$ cat src/rtl/tmr_neuron_sched_pkg.sv
// rtl/tmr_neuron_sched_pkg.sv - shared defaults, state encoding and helpers for the layer sequencer
package tmr_neuron_sched_pkg;

  localparam int DEF_M        = 8;
  localparam int DEF_N        = 16;
  localparam int DEF_CL       = 8;
  localparam int DEF_NNEUR    = 16;
  localparam int DEF_AW       = 4;
  localparam int DEF_NLAT     = 2;
  localparam int DEF_MAXRETRY = 3;
  localparam int DEF_TMO      = 15;

  typedef enum logic [2:0] {
    S_IDLE   = 3'd0,
    S_FETCH  = 3'd1,
    S_WAITM  = 3'd2,
    S_SETTLE = 3'd3,
    S_CHECK  = 3'd4,
    S_EMIT   = 3'd5,
    S_FIN    = 3'd6,
    S_FLT    = 3'd7
  } sched_state_t;

  // Error counter increment that sticks at all-ones instead of wrapping.
  function automatic logic [7:0] sat_inc8(input logic [7:0] v);
    return (v == 8'hFF) ? v : v + 8'd1;
  endfunction

endpackage

$ cat src/rtl/tmr_neuron_sched_timer.sv
// rtl/tmr_neuron_sched_timer.sv - clearable up-counter with terminal compare
module tmr_neuron_sched_timer #(
  parameter int TW = 4
) (
  input  logic          clk,
  input  logic          rst,
  input  logic          load,
  input  logic [TW-1:0] limit,
  output logic [TW-1:0] count,
  output logic          hit
);

  // Restart from zero on load, otherwise count up one per cycle.
  always_ff @(posedge clk) begin
    if (rst || load) begin
      count <= '0;
    end else begin
      count <= count + 1'b1;
    end
  end

  assign hit = (count == limit);

endmodule

$ cat src/rtl/tmr_neuron_sched.sv
// rtl/tmr_neuron_sched.sv - layer sequencer: fetch weights, wait on neuron, retry, emit H
module tmr_neuron_sched
  import tmr_neuron_sched_pkg::*;
#(
  parameter int M        = DEF_M,
  parameter int N        = DEF_N,
  parameter int CL       = DEF_CL,
  parameter int NNEUR    = DEF_NNEUR,
  parameter int AW       = DEF_AW,
  parameter int NLAT     = DEF_NLAT,
  parameter int MAXRETRY = DEF_MAXRETRY,
  parameter int TMO      = DEF_TMO
) (
  input  logic                clk,
  input  logic                rst,
  input  logic                start,
  output logic                busy,
  output logic                done,
  output logic                fault,
  output logic [7:0]          err_cnt,
  output logic                mem_rd,
  output logic [AW-1:0]       mem_addr,
  input  logic                mem_valid,
  input  logic [M*(N+CL)-1:0] mem_rdata,
  output logic [M*(N+CL)-1:0] Wcrc,
  input  logic                rfflag,
  input  logic                invalid,
  input  logic [N-1:0]        H,
  output logic                h_valid,
  output logic [N-1:0]        h_out,
  output logic [AW-1:0]       h_idx
);

  localparam int TW = $clog2(((TMO > NLAT) ? TMO : NLAT) + 1);
  localparam int RW = (MAXRETRY < 1) ? 1 : $clog2(MAXRETRY + 1);

  sched_state_t  state;
  sched_state_t  state_next;
  logic [AW-1:0] idx;
  logic [RW-1:0] retry;
  logic          retry_left;
  logic          last_idx;

  logic          timer_load;
  logic [TW-1:0] timer_limit;
  logic [TW-1:0] timer_count;
  logic          timer_hit;

  assign retry_left = (retry < RW'(MAXRETRY));
  assign last_idx   = (idx == AW'(NNEUR - 1));

  // The same counter measures the WAITM timeout and the SETTLE hold; it
  // restarts on every state change so each visit starts counting at zero.
  assign timer_load = (state_next != state);

  tmr_neuron_sched_timer #(
    .TW(TW)
  ) u_timer (
    .clk  (clk),
    .rst  (rst),
    .load (timer_load),
    .limit(timer_limit),
    .count(timer_count),
    .hit  (timer_hit)
  );

  // State register.
  always_ff @(posedge clk) begin
    if (rst) begin
      state <= S_IDLE;
    end else begin
      state <= state_next;
    end
  end

  // Next-state decode and the per-state strobes (memory request, busy, done).
  always_comb begin
    state_next  = state;
    mem_rd      = 1'b0;
    mem_addr    = '0;
    busy        = 1'b0;
    done        = 1'b0;
    timer_limit = TW'(TMO);
    case (state)
      S_IDLE: begin
        if (start) state_next = S_FETCH;
      end
      S_FETCH: begin
        busy       = 1'b1;
        mem_rd     = 1'b1;
        mem_addr   = idx;
        state_next = S_WAITM;
      end
      S_WAITM: begin
        busy = 1'b1;
        // A response arriving on the last allowed cycle still wins.
        if (mem_valid) begin
          state_next = S_SETTLE;
        end else if (timer_hit) begin
          state_next = S_FLT;
        end
      end
      S_SETTLE: begin
        busy        = 1'b1;
        timer_limit = TW'(NLAT - 1);
        if (timer_hit) state_next = S_CHECK;
      end
      S_CHECK: begin
        busy = 1'b1;
        // A bad weight CRC needs fresh data; a vote failure only needs the
        // neuron to recompute on the weights it already holds.
        if (rfflag) begin
          state_next = retry_left ? S_FETCH : S_FLT;
        end else if (invalid) begin
          state_next = retry_left ? S_SETTLE : S_FLT;
        end else begin
          state_next = S_EMIT;
        end
      end
      S_EMIT: begin
        busy       = 1'b1;
        state_next = last_idx ? S_FIN : S_FETCH;
      end
      S_FIN: begin
        done       = 1'b1;
        state_next = S_IDLE;
      end
      S_FLT: begin
        done       = 1'b1;
        state_next = S_IDLE;
      end
      default: state_next = S_IDLE;
    endcase
  end

  // Layer bookkeeping: index, retry budget, error count, weight and result registers.
  always_ff @(posedge clk) begin
    if (rst) begin
      idx     <= '0;
      retry   <= '0;
      err_cnt <= '0;
      fault   <= 1'b0;
      Wcrc    <= '0;
      h_valid <= 1'b0;
      h_out   <= '0;
      h_idx   <= '0;
    end else begin
      h_valid <= 1'b0;
      if (state_next == S_FLT) fault <= 1'b1;
      case (state)
        S_IDLE: begin
          if (start) begin
            idx     <= '0;
            retry   <= '0;
            err_cnt <= '0;
            fault   <= 1'b0;
          end
        end
        S_WAITM: begin
          if (mem_valid) Wcrc <= mem_rdata;
        end
        S_CHECK: begin
          if (rfflag || invalid) begin
            err_cnt <= sat_inc8(err_cnt);
            if (retry_left) retry <= retry + 1'b1;
          end else begin
            // H is settled here, so it is captured now and presented in EMIT.
            h_valid <= 1'b1;
            h_out   <= H;
            h_idx   <= idx;
          end
        end
        S_EMIT: begin
          retry <= '0;
          if (!last_idx) idx <= idx + 1'b1;
        end
        default: ;
      endcase
    end
  end

endmodule

$ cat config.mk
export PLATFORM = sky130hd
export DESIGN_NAME = tmr_neuron_sched
export DESIGN_NICKNAME = d
export VERILOG_FILES = /design/src/rtl/tmr_neuron_sched_pkg.sv /design/src/rtl/tmr_neuron_sched_timer.sv /design/src/rtl/tmr_neuron_sched.sv
export SDC_FILE = /design/constraint.sdc
export NUM_CORES = 1
export LEC_CHECK = 0
export CAP_MARGIN = 30
export CELL_PAD_IN_SITES_DETAIL_PLACEMENT = 0
export CELL_PAD_IN_SITES_GLOBAL_PLACEMENT = 2
export CORE_MARGIN = 2
export CORE_UTILIZATION = 22
export CTS_BUF_LIST = sky130_fd_sc_hd__clkbuf_16
export DETAILED_ROUTE_END_ITERATION = 16
export HOLD_SLACK_MARGIN = 0.12
export PLACE_DENSITY = 0.87
export SKIP_LAST_GASP = 1
export SYNTH_ARGS = -nofsm -noshare
export SYNTH_HDL_FRONTEND = slang
export SYNTH_HIERARCHICAL = 1
export SYNTH_SLANG_ARGS = --single-unit
$ cat constraint.sdc
create_clock -name clk -period 6.21 [get_ports clk]
set_clock_uncertainty 0.15 [all_clocks]
set_input_delay 0.621 -clock clk [delete_from_list [all_inputs] [get_ports clk]]
set_output_delay 0.621 -clock clk [all_outputs]
set_load 0.1 [all_outputs]
==> results of run 1 <==
==> registers in the layout (all words and copies together), names as in the netlist <==
name / cells
err_cnt: 8
idx: 4
u_timer/count: 4
h_idx: 4
fault: 1
retry: 2
state: 3
Wcrc: 192
h_valid: 1
h_out: 16
==> critical path, stage by stage (launching register included) <==
cell,delay [ns]
dfxtp_1,0.74
inv_1,0.24
and3_1,0.30
and2_1,0.17
clkdlybuf4s50_1,0.96
==> area by class of cell <==
type                       instances  area [um2]  area share
clock buffer                      29         726      0.0502
clock inverter                    22         151      0.0105
inverter                           5        18.8     0.00130
multi-input combinational        762        3480       0.241
sequential                       235        4700       0.326
tap                              518         648      0.0449
timing repair buffer             456        4710       0.326
==> per-stage QoR <==
step | area (um2) | setup slack, ns | total power [W] | cells
after floorplan | 8560 | 2.42 | 0.00218 | 1082
after global placement | 13300 | 3.08 | 0.00247 | 1967
after detailed placement | 13600 | 3.02 | 0.00249 | 1975
after CTS | 14400 | 2.41 | 0.00410 | 2026
after global routing | 14400 | 2.27 | 0.00419 | 2027
final | 14400 | 2.47 | 0.00402 | 2027
==> cells by family (layout without fill, tap and decap cells) <==
kind of cell | count (synthesis) | count (layout) | share of synthesized area
simple gates | 498 | 498 | 0.237
compound gates | 250 | 250 | 0.153
flops | 235 | 235 | 0.549
buf+inv | 85 | 512 | 0.0452
xor+xnor | 5 | 5 | 0.00511
fa+ha+maj | 4 | 4 | 0.00585
mux | 4 | 4 | 0.00482
other cells | 1 | 1 | 0.000438
==> final timing paths <==
path | cells after the start | end | slack [ns] | startpoint
worst min register to register | 2 | Wcrc[11] | 0.30 | Wcrc[11]
worst min-delay path | 2 | Wcrc[11] | 0.30 | Wcrc[11]
worst max register to register | 9 | u_timer/count[3] | 3.08 | state[1]
worst max-delay path | 4 | mem_addr[2] | 2.47 | state[2]
==> cell usage after synthesis, types with 4 or more instances <==
| cell | n |
|---|---|
| and2_1 | 4 |
| clkbuf_1 | 35 |
| nand2_1 | 433 |
| o21ai_0 | 5 |
| nor3_1 | 8 |
| dfxtp_1 | 235 |
| nor2_1 | 8 |
| inv_1 | 5 |
| a21oi_1 | 227 |
| ha_1 | 4 |
| or4_1 | 6 |
| nand2b_1 | 4 |
| buf_2 | 42 |
| xor2_1 | 4 |
| or3_1 | 5 |
| nand3_1 | 10 |
| o31ai_1 | 7 |
==> metal layers <==
| layer | vias to the layer above | global-route usage |
|---|---|---|
| met3 | 47 | 0.0392 |
| met5 | - | 0 |
| met2 | 265 | 0.246 |
| met1 | 3901 | 0.175 |
| li1 | 4340 | - |
| met4 | 0 | 0.0412 |
==> report_power, final <==
part / leakage [nW] / total (W) / internal (W) / switching, W
Sequential: 1.90 / 0.00160 / 0.00156 / 0.0000368
Combinational: 2.52 / 0.000847 / 0.000267 / 0.000581
Clock: 0.452 / 0.00157 / 0.000919 / 0.000647
Total: 4.87 / 0.00402 / 0.00275 / 0.00127
==> metrics.txt, run 1 <==
status complete, no violations; max frequency 0.267 GHz; Hold Path Class flip-flop to flip-flop; Synth Area per Inst 7.91 um2; Worst EP required 5.44 ns; Core Area 38600 um2; Critical Path Source Type flip-flop; Setup crit end kind output pin; setup bufs post-CTS 0; vias per cell 4.22; Nets 1706; Final Max Slew Viols 0; Clk Latency, worst-skew pair 0.55 ns; Post-CTS Hold Buffers 0; DR WL/cell 15.0 um; routed wire length 30500 um; Total Routing Usage GR 0.143; Synth Warn # 6; min cycle time layout 3.74 ns; Diodes inserted 0; Final Hold Viols 0; max layer used met4; Syn-to-layout area delta 68.7%; largest net degree at the start of global routing 137; CTS H-tree lvls 1; Seq cells post-synth 235; Mapped Nets 1300; Post-route DRC 0; post-CTS sizing 0; effective utilization at floorplan 0.222; global placer's final weighted congestion 0.773; part of the Yosys area used for sequential elements 0.549; clk root buf clkbuf_16; crit path max fanout 21; hold_ws 0.301 ns; DIE AREA 40500 um2; I/O pin count 443; Worst-path clk slew 0.06 ns; Worst-Margin Slew 1.04 ns; pwr dens 278 nW/um2; synth top area cells dfxtp_1 55%, nand2_1 19%, a21oi_1 13%, buf_2 2.5%, clkbuf_1 1.5%; filler cell count 4072; Port Buffer Count 442; setup TNS 0 ns; Synth Instances 1082; total gr overflow 0; Finished Core Util 0.375; Post-DP HPWL 20800 um; CTS max path bufs 3; CTS Buf Count 28; Iter 0 DRT Violations 384; CTS Sinks 235; Top FF cell, synth dfxtp_1; Final ANT Viol Nets 0; Max Cap Viol 0; RSZ-0062 raised after global routing false; met2 WL post-DR 14800 um; wire length on met3 2060 um; fin crit share 0.603; slew margin rel. 0.307; CTS tree yes; leak pwr 4.87 nW; asr flop ratio synth 0; CP arrival 2.97 ns; vias in the first global route 8112; commonest non-fill, non-tap cell in the layout clkdlybuf4s50_1; most frequent cells in the layout 441 x clkdlybuf4s50_1, 432 x nand2_1, 235 x dfxtp_1; Worst VDD drop 0.166 mV; Yosys cell types 45; initial antenna violation count 0; floorplan row count 72; DRT met1 WL 12800 um; vias post-DR 8553; Yosys top cell area share 0.549; final setup fails 0; die outline width 201 um; mapped cell area 8560 um2; Die Ht 201 um; First-pass DRT Iterations 5; first-pass GRT wire length 47000 um; share of cells above drive strength 1 0.0411; crit path kind flip-flop to output pin; Post-synth EDFFs 0; Synth area leader dfxtp_1
Note: power is estimated with default switching activity, not from simulation.
==> inputs of run 2 (changes only) <==
--- a/config.mk
+++ b/config.mk
@@ -9,11 +9,11 @@
 export CELL_PAD_IN_SITES_DETAIL_PLACEMENT = 0
 export CELL_PAD_IN_SITES_GLOBAL_PLACEMENT = 2
 export CORE_MARGIN = 2
-export CORE_UTILIZATION = 22
+export CORE_UTILIZATION = 19
 export CTS_BUF_LIST = sky130_fd_sc_hd__clkbuf_16
 export DETAILED_ROUTE_END_ITERATION = 16
 export HOLD_SLACK_MARGIN = 0.12
-export PLACE_DENSITY = 0.87
+export PLACE_DENSITY = 0.8
 export SKIP_LAST_GASP = 1
 export SYNTH_ARGS = -nofsm -noshare
 export SYNTH_HDL_FRONTEND = slang
==> constraint.sdc (replaced) <==
create_clock -name clk -period 3.06 [get_ports clk]
set_clock_uncertainty 0.15 [all_clocks]
set_input_delay 0.306 -clock clk [delete_from_list [all_inputs] [get_ports clk]]
set_output_delay 0.306 -clock clk [all_outputs]
set_load 0.1 [all_outputs]
==> run 2 against run 1 <==
Against the previous run:
- critical path depth grew 3
- sequential power grew 100%
- clock power grew 110%
- flip-flop and latch count is the same
- combinational power grew 120%
- cell count grew 10%
- total power grew 110%
- non-clock buffer count grew 132
- clock-buffer cell count grew 2
- utilization shrank 3.1 points
- die area grew 15%
- via count grew 6.8%
- critical path type is now flip-flop to flip-flop
- highest routed layer is now met5
==> metrics.txt, run 2 (synthesized netlist as in run 1, its figures left out) <==
Clk Latency, worst-skew pair 0.56 ns; clk root buf clkbuf_16; Core Area 44300 um2; fin crit share 0.814; Die Ht 216 um; CTS H-tree lvls 1; First-pass DRT Iterations 4; largest net degree at the start of global routing 140; Post-route DRC 0; Worst Setup SP state[1]; switching power 0.00264 W; post-CTS sizing 0; max FFs per register 192; Final Max Slew Viols 0; die outline width 216 um; CTS tree yes; sequential share of power 0.386; share of cells above drive strength 1 0.180; DIE AREA 46800 um2; Total Routing Usage GR 0.130; Non-Filler Instances 2234; DR WL/cell 14.5 um; Diodes inserted 0; Max Cap Viol 0; CP Capture Point Wcrc[137]; final setup fails 0; r2r setup slk 0.57 ns; Logic pwr share 0.219; Worst-Margin Slew 0.812 ns; Nets 1840; crit path max fanout 139; floorplan row count 77; Worst-path clk slew 0.06 ns; first-pass GRT wire length 49700 um; leak pwr 5.88 nW; Most flops, register Wcrc; initial antenna violation count 1; global placer's final weighted congestion 0.775; CTS Buf Count 30; vias in the first global route 9076; Internal Pwr Total 0.00576 W; crit path kind flip-flop to flip-flop; Setup crit end kind flip-flop; slew margin rel. 0.459; FF-to-FF path depth 7; filler cell count 4657; status complete, no violations; Switching Fraction 0.314; Port Buffer Count 442; worst r2r src state[1]; Worst Hold Launch mem_rdata[132]; commonest non-fill, non-tap cell in the layout nand2_1; vias post-DR 9138; most frequent cells in the layout 432 x nand2_1, 238 x buf_4, 235 x dfxtp_1; vias per cell 4.09; I/O pin count 443; min cycle time layout 2.49 ns; Post-DP HPWL 21500 um; Iter 0 DRT Violations 544; setup bufs post-CTS 0; Final Hold Viols 0; setup TNS 0 ns; pwr dens 551 nW/um2; Hold Path Class primary input to flip-flop; max frequency 0.402 GHz; Clock power frac 0.395; reg-to-reg endpoint Wcrc[137]; Syn-to-layout area delta 77.8%; CTS max path bufs 3; Critical Path Source Type flip-flop; routed wire length 32300 um; Regs by FF count Wcrc (192), h_out (16), err_cnt (8); Worst VDD drop 0.413 mV; placed insts 2051; Final ANT Viol Nets 0; RSZ-0062 raised after global routing false; Worst EP required 3.41 ns; effective utilization at floorplan 0.193; CP arrival 2.84 ns; CTS Sinks 235; total gr overflow 0
==> run 2: changes by cell type in the layout (fill, tap and decap cells not counted), moves of 4 or more <==
| cell | previous run | this run |
|---|---|---|
| dlygate4sd3_1 | 0 | 131 |
| buf_4 | 3 | 238 |
| buf_12 | 2 | 6 |
| buf_16 | 8 | 0 |
| clkdlybuf4s50_1 | 441 | 212 |
==> run 2: final cells by class <==
type	count	area, um2	share of cell area
multi-input combinational	762	3490	0.229
clock buffer	31	776	0.0510
clock inverter	21	143	0.00937
timing repair buffer	588	5350	0.352
inverter	5	18.8	0.00123
sequential	235	4700	0.309
tap	592	741	0.0487
==> run 2: what timing repair did <==
item | in CTS | in global routing
hold endpoints to repair | 147 | 0
endpoints found under the setup margin | 0 | 0
hold buffers | 131 | 0
==> run 2: power by group through the flow <==
stage / registers, W / clock network (W) / logic, W
floorplan: 0.00405 / 0 / 0.000379
global placement: 0.00330 / 0 / 0.00170
detailed placement: 0.00330 / 0 / 0.00171
CTS: 0.00324 / 0.00346 / 0.00185
global route: 0.00325 / 0.00356 / 0.00194
finish: 0.00324 / 0.00331 / 0.00184
==> run 2: through the flow <==
step | hold WS, ns | instance area [um2] | total power [W] | setup slack [ns] | utilization
after CTS | 0.120 | 15200 | 0.00856 | 0.445 | 0.343
after floorplan | 0.227 | 8560 | 0.00443 | 0.0921 | -
final | 0.157 | 15200 | 0.00839 | 0.570 | 0.343
after detailed placement | 0.297 | 13000 | 0.00501 | 0.587 | 0.293
after global routing | 0.140 | 15200 | 0.00874 | 0.361 | 0.343
after global placement | 0.293 | 13000 | 0.00500 | 0.610 | 0.293
==> run 2: layer usage <==
metal / routed length (um) / global-route usage / share of wire / up-vias
li1: - / - / - / 4618
met3: 1970 / 0.0310 / 0.061 / 65
met1: 13200 / 0.150 / 0.41 / 4189
met4: 1290 / 0.0521 / 0.040 / 2
met2: 15900 / 0.232 / 0.49 / 264
met5: 16 / 0 / 0.00049 / -
==> run 2: worst max-delay path: stages (launching register included) <==
cell and delay [ns]:
dfxtp_1 0.32, buf_4 0.23, inv_1 0.15, nor3_2 0.33, buf_12 0.38, nand2_1 0.11
a21oi_1 0.13, dlygate4sd3_1 0.55
==> run 2: worst min-delay path by stage <==
stage | to | slack [ns] | cells after the start
finish | Wcrc[132] | 0.16 | 3
global route | h_out[1] | 0.14 | 3
CTS | Wcrc[89] | 0.12 | 3
detailed placement | Wcrc[116] | 0.30 | 2
global placement | Wcrc[135] | 0.29 | 2
floorplan | u_timer/count[0] | 0.23 | 1
